**src/rtl/instr_encoder.sv**
```systemverilog
// RV32I lw/sw/beq instruction encoder with immediate legality checking and a
// small valid/ready output FIFO; illegal requests become a flagged NOP.
module instr_encoder #(
    parameter int FIFO_DEPTH = 2,
    parameter int CNT_W      = 16
) (
    input  logic             clk,
    input  logic             rst_n,
    input  logic             in_valid,
    output logic             in_ready,
    input  logic [1:0]       in_fmt,
    input  logic [4:0]       in_rd,
    input  logic [4:0]       in_rs1,
    input  logic [4:0]       in_rs2,
    input  logic [31:0]      in_imm,
    output logic             out_valid,
    input  logic             out_ready,
    output logic [31:0]      out_instr,
    output logic             out_err,
    output logic [CNT_W-1:0] enc_cnt,
    output logic [CNT_W-1:0] err_cnt
);

    localparam int AW = (FIFO_DEPTH > 1) ? $clog2(FIFO_DEPTH) : 1;
    localparam int CW = $clog2(FIFO_DEPTH + 1);
    localparam logic [CW-1:0] DEPTH_C = CW'(FIFO_DEPTH);
    localparam logic [31:0] NOP = 32'h0000_0013;
    localparam logic signed [31:0] IMM12_MIN = -32'sd2048;
    localparam logic signed [31:0] IMM12_MAX = 32'sd2047;
    localparam logic signed [31:0] BR_MIN    = -32'sd4096;
    localparam logic signed [31:0] BR_MAX    = 32'sd4094;

    logic [31:0]      instr_mem_q [FIFO_DEPTH];
    logic             err_mem_q   [FIFO_DEPTH];
    logic [AW-1:0]    wr_ptr_q, wr_ptr_d;
    logic [AW-1:0]    rd_ptr_q, rd_ptr_d;
    logic [CW-1:0]    count_q, count_d;
    logic             in_ready_q;
    logic [CNT_W-1:0] enc_cnt_q, err_cnt_q;

    logic        imm_legal;
    logic [31:0] enc_word;
    logic [31:0] entry_instr;
    logic        entry_err;
    logic        push, pop;

    always_comb begin
        imm_legal = 1'b0;
        enc_word  = NOP;
        case (in_fmt)
            2'd0: begin
                imm_legal = ($signed(in_imm) >= IMM12_MIN) && ($signed(in_imm) <= IMM12_MAX);
                enc_word  = {in_imm[11:0], in_rs1, 3'b010, in_rd, 7'b0000011};
            end
            2'd1: begin
                imm_legal = ($signed(in_imm) >= IMM12_MIN) && ($signed(in_imm) <= IMM12_MAX);
                enc_word  = {in_imm[11:5], in_rs2, in_rs1, 3'b010, in_imm[4:0], 7'b0100011};
            end
            2'd2: begin
                imm_legal = ($signed(in_imm) >= BR_MIN) && ($signed(in_imm) <= BR_MAX) && !in_imm[0];
                enc_word  = {in_imm[12], in_imm[10:5], in_rs2, in_rs1, 3'b000,
                             in_imm[4:1], in_imm[11], 7'b1100011};
            end
            default: begin
                imm_legal = 1'b0;
                enc_word  = NOP;
            end
        endcase
        entry_instr = imm_legal ? enc_word : NOP;
        entry_err   = !imm_legal;
    end

    // Ready comes from a register so it never depends on out_ready in the same cycle.
    assign push = in_valid && in_ready_q;
    assign pop  = out_valid && out_ready;

    always_comb begin
        wr_ptr_d = wr_ptr_q;
        rd_ptr_d = rd_ptr_q;
        count_d  = count_q;
        if (push) begin
            wr_ptr_d = wr_ptr_q + AW'(1);
        end
        if (pop) begin
            rd_ptr_d = rd_ptr_q + AW'(1);
        end
        case ({push, pop})
            2'b10:   count_d = count_q + CW'(1);
            2'b01:   count_d = count_q - CW'(1);
            default: count_d = count_q;
        endcase
    end

    always_ff @(posedge clk or negedge rst_n) begin
        if (!rst_n) begin
            for (int i = 0; i < FIFO_DEPTH; i++) begin
                instr_mem_q[i] <= '0;
                err_mem_q[i]   <= 1'b0;
            end
            wr_ptr_q   <= '0;
            rd_ptr_q   <= '0;
            count_q    <= '0;
            in_ready_q <= 1'b0;
            enc_cnt_q  <= '0;
            err_cnt_q  <= '0;
        end else begin
            if (push) begin
                instr_mem_q[wr_ptr_q] <= entry_instr;
                err_mem_q[wr_ptr_q]   <= entry_err;
                enc_cnt_q             <= enc_cnt_q + CNT_W'(1);
                if (entry_err) begin
                    err_cnt_q <= err_cnt_q + CNT_W'(1);
                end
            end
            wr_ptr_q   <= wr_ptr_d;
            rd_ptr_q   <= rd_ptr_d;
            count_q    <= count_d;
            in_ready_q <= (count_d < DEPTH_C);
        end
    end

    assign in_ready  = in_ready_q;
    assign out_valid = (count_q != '0);
    assign out_instr = instr_mem_q[rd_ptr_q];
    assign out_err   = err_mem_q[rd_ptr_q];
    assign enc_cnt   = enc_cnt_q;
    assign err_cnt   = err_cnt_q;

endmodule
```
**config.mk**
```make
export PLATFORM = sky130hd
export DESIGN_NAME = instr_encoder
export DESIGN_NICKNAME = d
export VERILOG_FILES = /design/src/rtl/instr_encoder.sv
export SDC_FILE = /design/constraint.sdc
export NUM_CORES = 1
export LEC_CHECK = 0
export CAP_MARGIN = 20
export CORE_ASPECT_RATIO = 0.75
export CORE_UTILIZATION = 35
export DETAILED_ROUTE_END_ITERATION = 8
export HOLD_SLACK_MARGIN = 0.06
export PLACE_DENSITY = 0.65
export SLEW_MARGIN = 0
export SYNTH_ARGS = -nofsm -noshare
export SYNTH_HDL_FRONTEND = slang
export SYNTH_SLANG_ARGS = --single-unit
```
**constraint.sdc**
```tcl
create_clock -name clk -period 4.9 [get_ports clk]
set_input_delay 0.98 -clock clk [delete_from_list [all_inputs] [get_ports clk]]
set_output_delay 0.98 -clock clk [all_outputs]
set_load 0.01 [all_outputs]
```
==> impl_metrics.env <==
export IMPL_run_status="completed"
export IMPL_track_usage_pct=16.5
export IMPL_core_area_um2=12500
export IMPL_fmax_mhz=289
export IMPL_p_leak_nw=2.56
export IMPL_yosysTopAreaCell="dfrtp_1"
export IMPL_r2r_cells=6
export IMPL_cts_hold_buf=0
export IMPL_gp_congestion=0.767
export IMPL_synth_seq_cells=93
export IMPL_synthAdderAreaFrac_pct=1.90
export IMPL_wire_per_inst_um=15.0
export IMPL_worst_slack_ns=1.44
export IMPL_dieArea_um2=13600
export IMPL_worstMarginPinSlew_ns=0.996
export IMPL_grt_first_pass_wirelength_mm=17.5
export IMPL_yosysSeqAreaShare_pct=50.6
export IMPL_synth_xor_area_share_pct=6.48
export IMPL_avgSynthCellArea_um2=10.2
export IMPL_power_density_nw_per_um2=359
export IMPL_drc=0
export IMPL_initial_core_util_pct=36.7
export IMPL_fin_hold_ws_ns=0.461
export IMPL_synth_compound_area_share_pct=13.1
export IMPL_slew_headroom_pct=33.6
export IMPL_clk_latency_ns=0.34
export IMPL_drt_first_iter_violations=114
export IMPL_r2r_slack_ns=2.69
export IMPL_drive_above_1_share_pct=11.7
export IMPL_hold_depth=1
export IMPL_worstPathMaxFanout=50
export IMPL_antenna_found_initial=0
export IMPL_grt_pass1_vias=3619
export IMPL_met1_usage_pct=21.3
export IMPL_groute_layer_met2_usage_pct=27.5
export IMPL_synth_most_common_cell="nand2_1"
export IMPL_vias=3606
export IMPL_first_pass_iters=4
export IMPL_routed_wl_mm=10.8
export IMPL_setup_viol=0
export IMPL_row_count=35
export IMPL_cts_root_buf="clkbuf_16"
export IMPL_synthTopCellsByArea="dfrtp_1 51%, nand2_1 7.9%, mux2_2 6.9%"
export IMPL_ant_nets=0
export IMPL_vdd_ir_drop_worst_uv=193
export IMPL_slew_violations=0
export IMPL_clock_skew_ns=0.00563
export IMPL_synth_mux_area_fraction_pct=7.10
export IMPL_synth_edf_count=0
export IMPL_crit_path_start_kind="primary input"
export IMPL_post_dp_cell_area_um2=5820
export IMPL_pre_cts_ws_ns=1.07
export IMPL_postSynthCellCount=450
export IMPL_cts_tree="yes"
export IMPL_cp_arrival_ns=3.71
export IMPL_numCtsBuffers=9
export IMPL_antenna_cells=0
export IMPL_final_cells=722
export IMPL_fillers=1174
export IMPL_final_area_um2=6120
export IMPL_die_h_um=101
export IMPL_syn_area_um2=4600
export IMPL_rr_endpoint="instr_mem_q[60]"
export IMPL_synth_ff_type="dfrtp_1"
export IMPL_hpwl_mm=7.59
export IMPL_r2r_start="in_ready"
export IMPL_place_inst=706
export IMPL_gr_usage_met3_pct=4.65
export IMPL_htreeDepth=3
export IMPL_io_pins=120
export IMPL_post_cts_setup_buffer_count=0
export IMPL_hp_class="flop to flop"
export IMPL_p_total_mw=2.20
export IMPL_routed_via_density=4.99
export IMPL_post_route_period_util_pct=70.7
export IMPL_criticalPathCategory="primary input to flop"
export IMPL_path_cells="clkdlybuf4s50_1, inv_1, ha_1, o21ai_0, a21oi_2, nand2_2, buf_4, o31ai_1"
export IMPL_end_kind="flop"
export IMPL_async_flop_share_pct=100
export IMPL_cts_resized=0
export IMPL_required_ns=5.14
export IMPL_final_nets=611
export IMPL_synth_top_family_by_area="simple AND/OR/NAND/NOR gates"
export IMPL_min_period_ns=3.46
export IMPL_fp_dieW_um=134
export IMPL_hold_violations=0
export IMPL_setup_tns_ns=0
export IMPL_top_usage_layer="met2"
export IMPL_utilization_pct=48.9
export IMPL_gr_total_overflow=0
export IMPL_max_cap_violations=0
export IMPL_cts_sinks=93
export IMPL_synth_top_cell_area_share_pct=50.6
export IMPL_hold_start="instr_mem_q[33]"
export IMPL_synth_warnings=0
export IMPL_synthSimpleGateAreaFrac_pct=16.2
export IMPL_cts_buffer_depth=2
export IMPL_hold_path_end="instr_mem_q[33]"
export IMPL_ys_types=43
export IMPL_grt_max_degree=51
export IMPL_clkTransAtPathRegs_ns=0.06
export IMPL_slowest_delay_ns=0.78
export IMPL_ys_top_cells_by_count="97 x nand2_1, 93 x dfrtp_1, 28 x mux2_2"
export IMPL_crit_path_top_delay_cell="a21oi_2"
export IMPL_grt_setup_unrepaired="false"
export IMPL_area_growth_pct=33.2
export IMPL_port_buffers=115
==> layout make-up <==
class | count | area [um^2] | share of cell area [%]
multi-input combinational | 320 | 2080 | 33.9
tap | 166 | 208 | 3.39
inverter | 7 | 26.3 | 0.429
clock inverter | 5 | 58.8 | 0.960
sequential | 93 | 2330 | 38.0
clock buffer | 11 | 243 | 3.96
timing repair buffer | 120 | 1190 | 19.4
==> logic make-up (layout without fill, tap and decap cells) <==
| group | after synthesis | after routing |
|---|---|---|
| adder cells (fa/ha/maj) | 7 | 7 |
| other | 1 | 4 |
| flip-flops | 93 | 93 |
| multiplexers | 29 | 29 |
| AO/OA/AOI/OAI | 84 | 84 |
| XOR/XNOR | 34 | 34 |
| AND/OR/NAND/NOR | 162 | 162 |
| buffers and inverters | 40 | 143 |
==> worst max path at each step <==
| stage | start | endpoint | slack [ns] | cells after the start |
|---|---|---|---|---|
| 2_1_floorplan | in_fmt[0] | err_cnt[15] | 2.48 | 7 |
| 3_3_place_gp | in_fmt[0] | instr_mem_q[8] | 1.22 | 8 |
| 3_5_place_dp | in_fmt[0] | instr_mem_q[24] | 1.07 | 8 |
| 4_1_cts | rd_ptr_q | out_instr[6] | 1.43 | 3 |
| 5_1_grt | in_fmt[0] | instr_mem_q[7] | 1.23 | 8 |
| 6_report | in_fmt[0] | instr_mem_q[20] | 1.44 | 8 |
==> worst max-delay path: cells and delay by family <==
kind	cells	cell delay [ns]
adder cells (fa/ha/maj)	1	0.44
AND/OR/NAND/NOR	1	0.09
buffers and inverters	3	0.91
AO/OA/AOI/OAI	3	1.26
==> routing by layer <==
| layer | vias to the layer above | part of all wire, % | wire length, um |
|---|---|---|---|
| met5 | - | 0 | 0 |
| met2 | 102 | 47 | 5130 |
| met3 | 8 | 5.7 | 620 |
| met4 | 0 | 0.84 | 91 |
| met1 | 1737 | 46 | 4980 |
| li1 | 1759 | - | - |
==> flip-flops by register name, indices dropped and copies added, names as in the netlist <==
register	count
count_q	2
rd_ptr_q	1
in_ready	1
wr_ptr_q	1
enc_cnt	16
err_cnt	16
err_mem_q	2
instr_mem_q	54
==> layout by cell type, fill, tap and decap left out, drive strengths merged, types with 7 or more instances in the layout <==
cell type / netlist / final
a211oi: 8 / 8
a22oi: 9 / 9
and3: 10 / 10
clkbuf: 22 / 11
clkdlybuf4s50: 0 / 114
dfrtp: 93 / 93
ha: 7 / 7
inv: 7 / 8
mux2: 29 / 29
nand2: 98 / 98
nand3: 9 / 9
nand4: 10 / 10
nor2: 16 / 16
o21ai: 27 / 27
o31ai: 24 / 24
xnor2: 16 / 16
xor2: 18 / 18
==> report_power, final <==
part           total [mW]  switching (mW)  internal, mW
registers           0.951           0.112         0.840
logic               0.551           0.285         0.266
clock network       0.699           0.288         0.410
total                2.20           0.685          1.52
(Power assumes the default switching activity.)
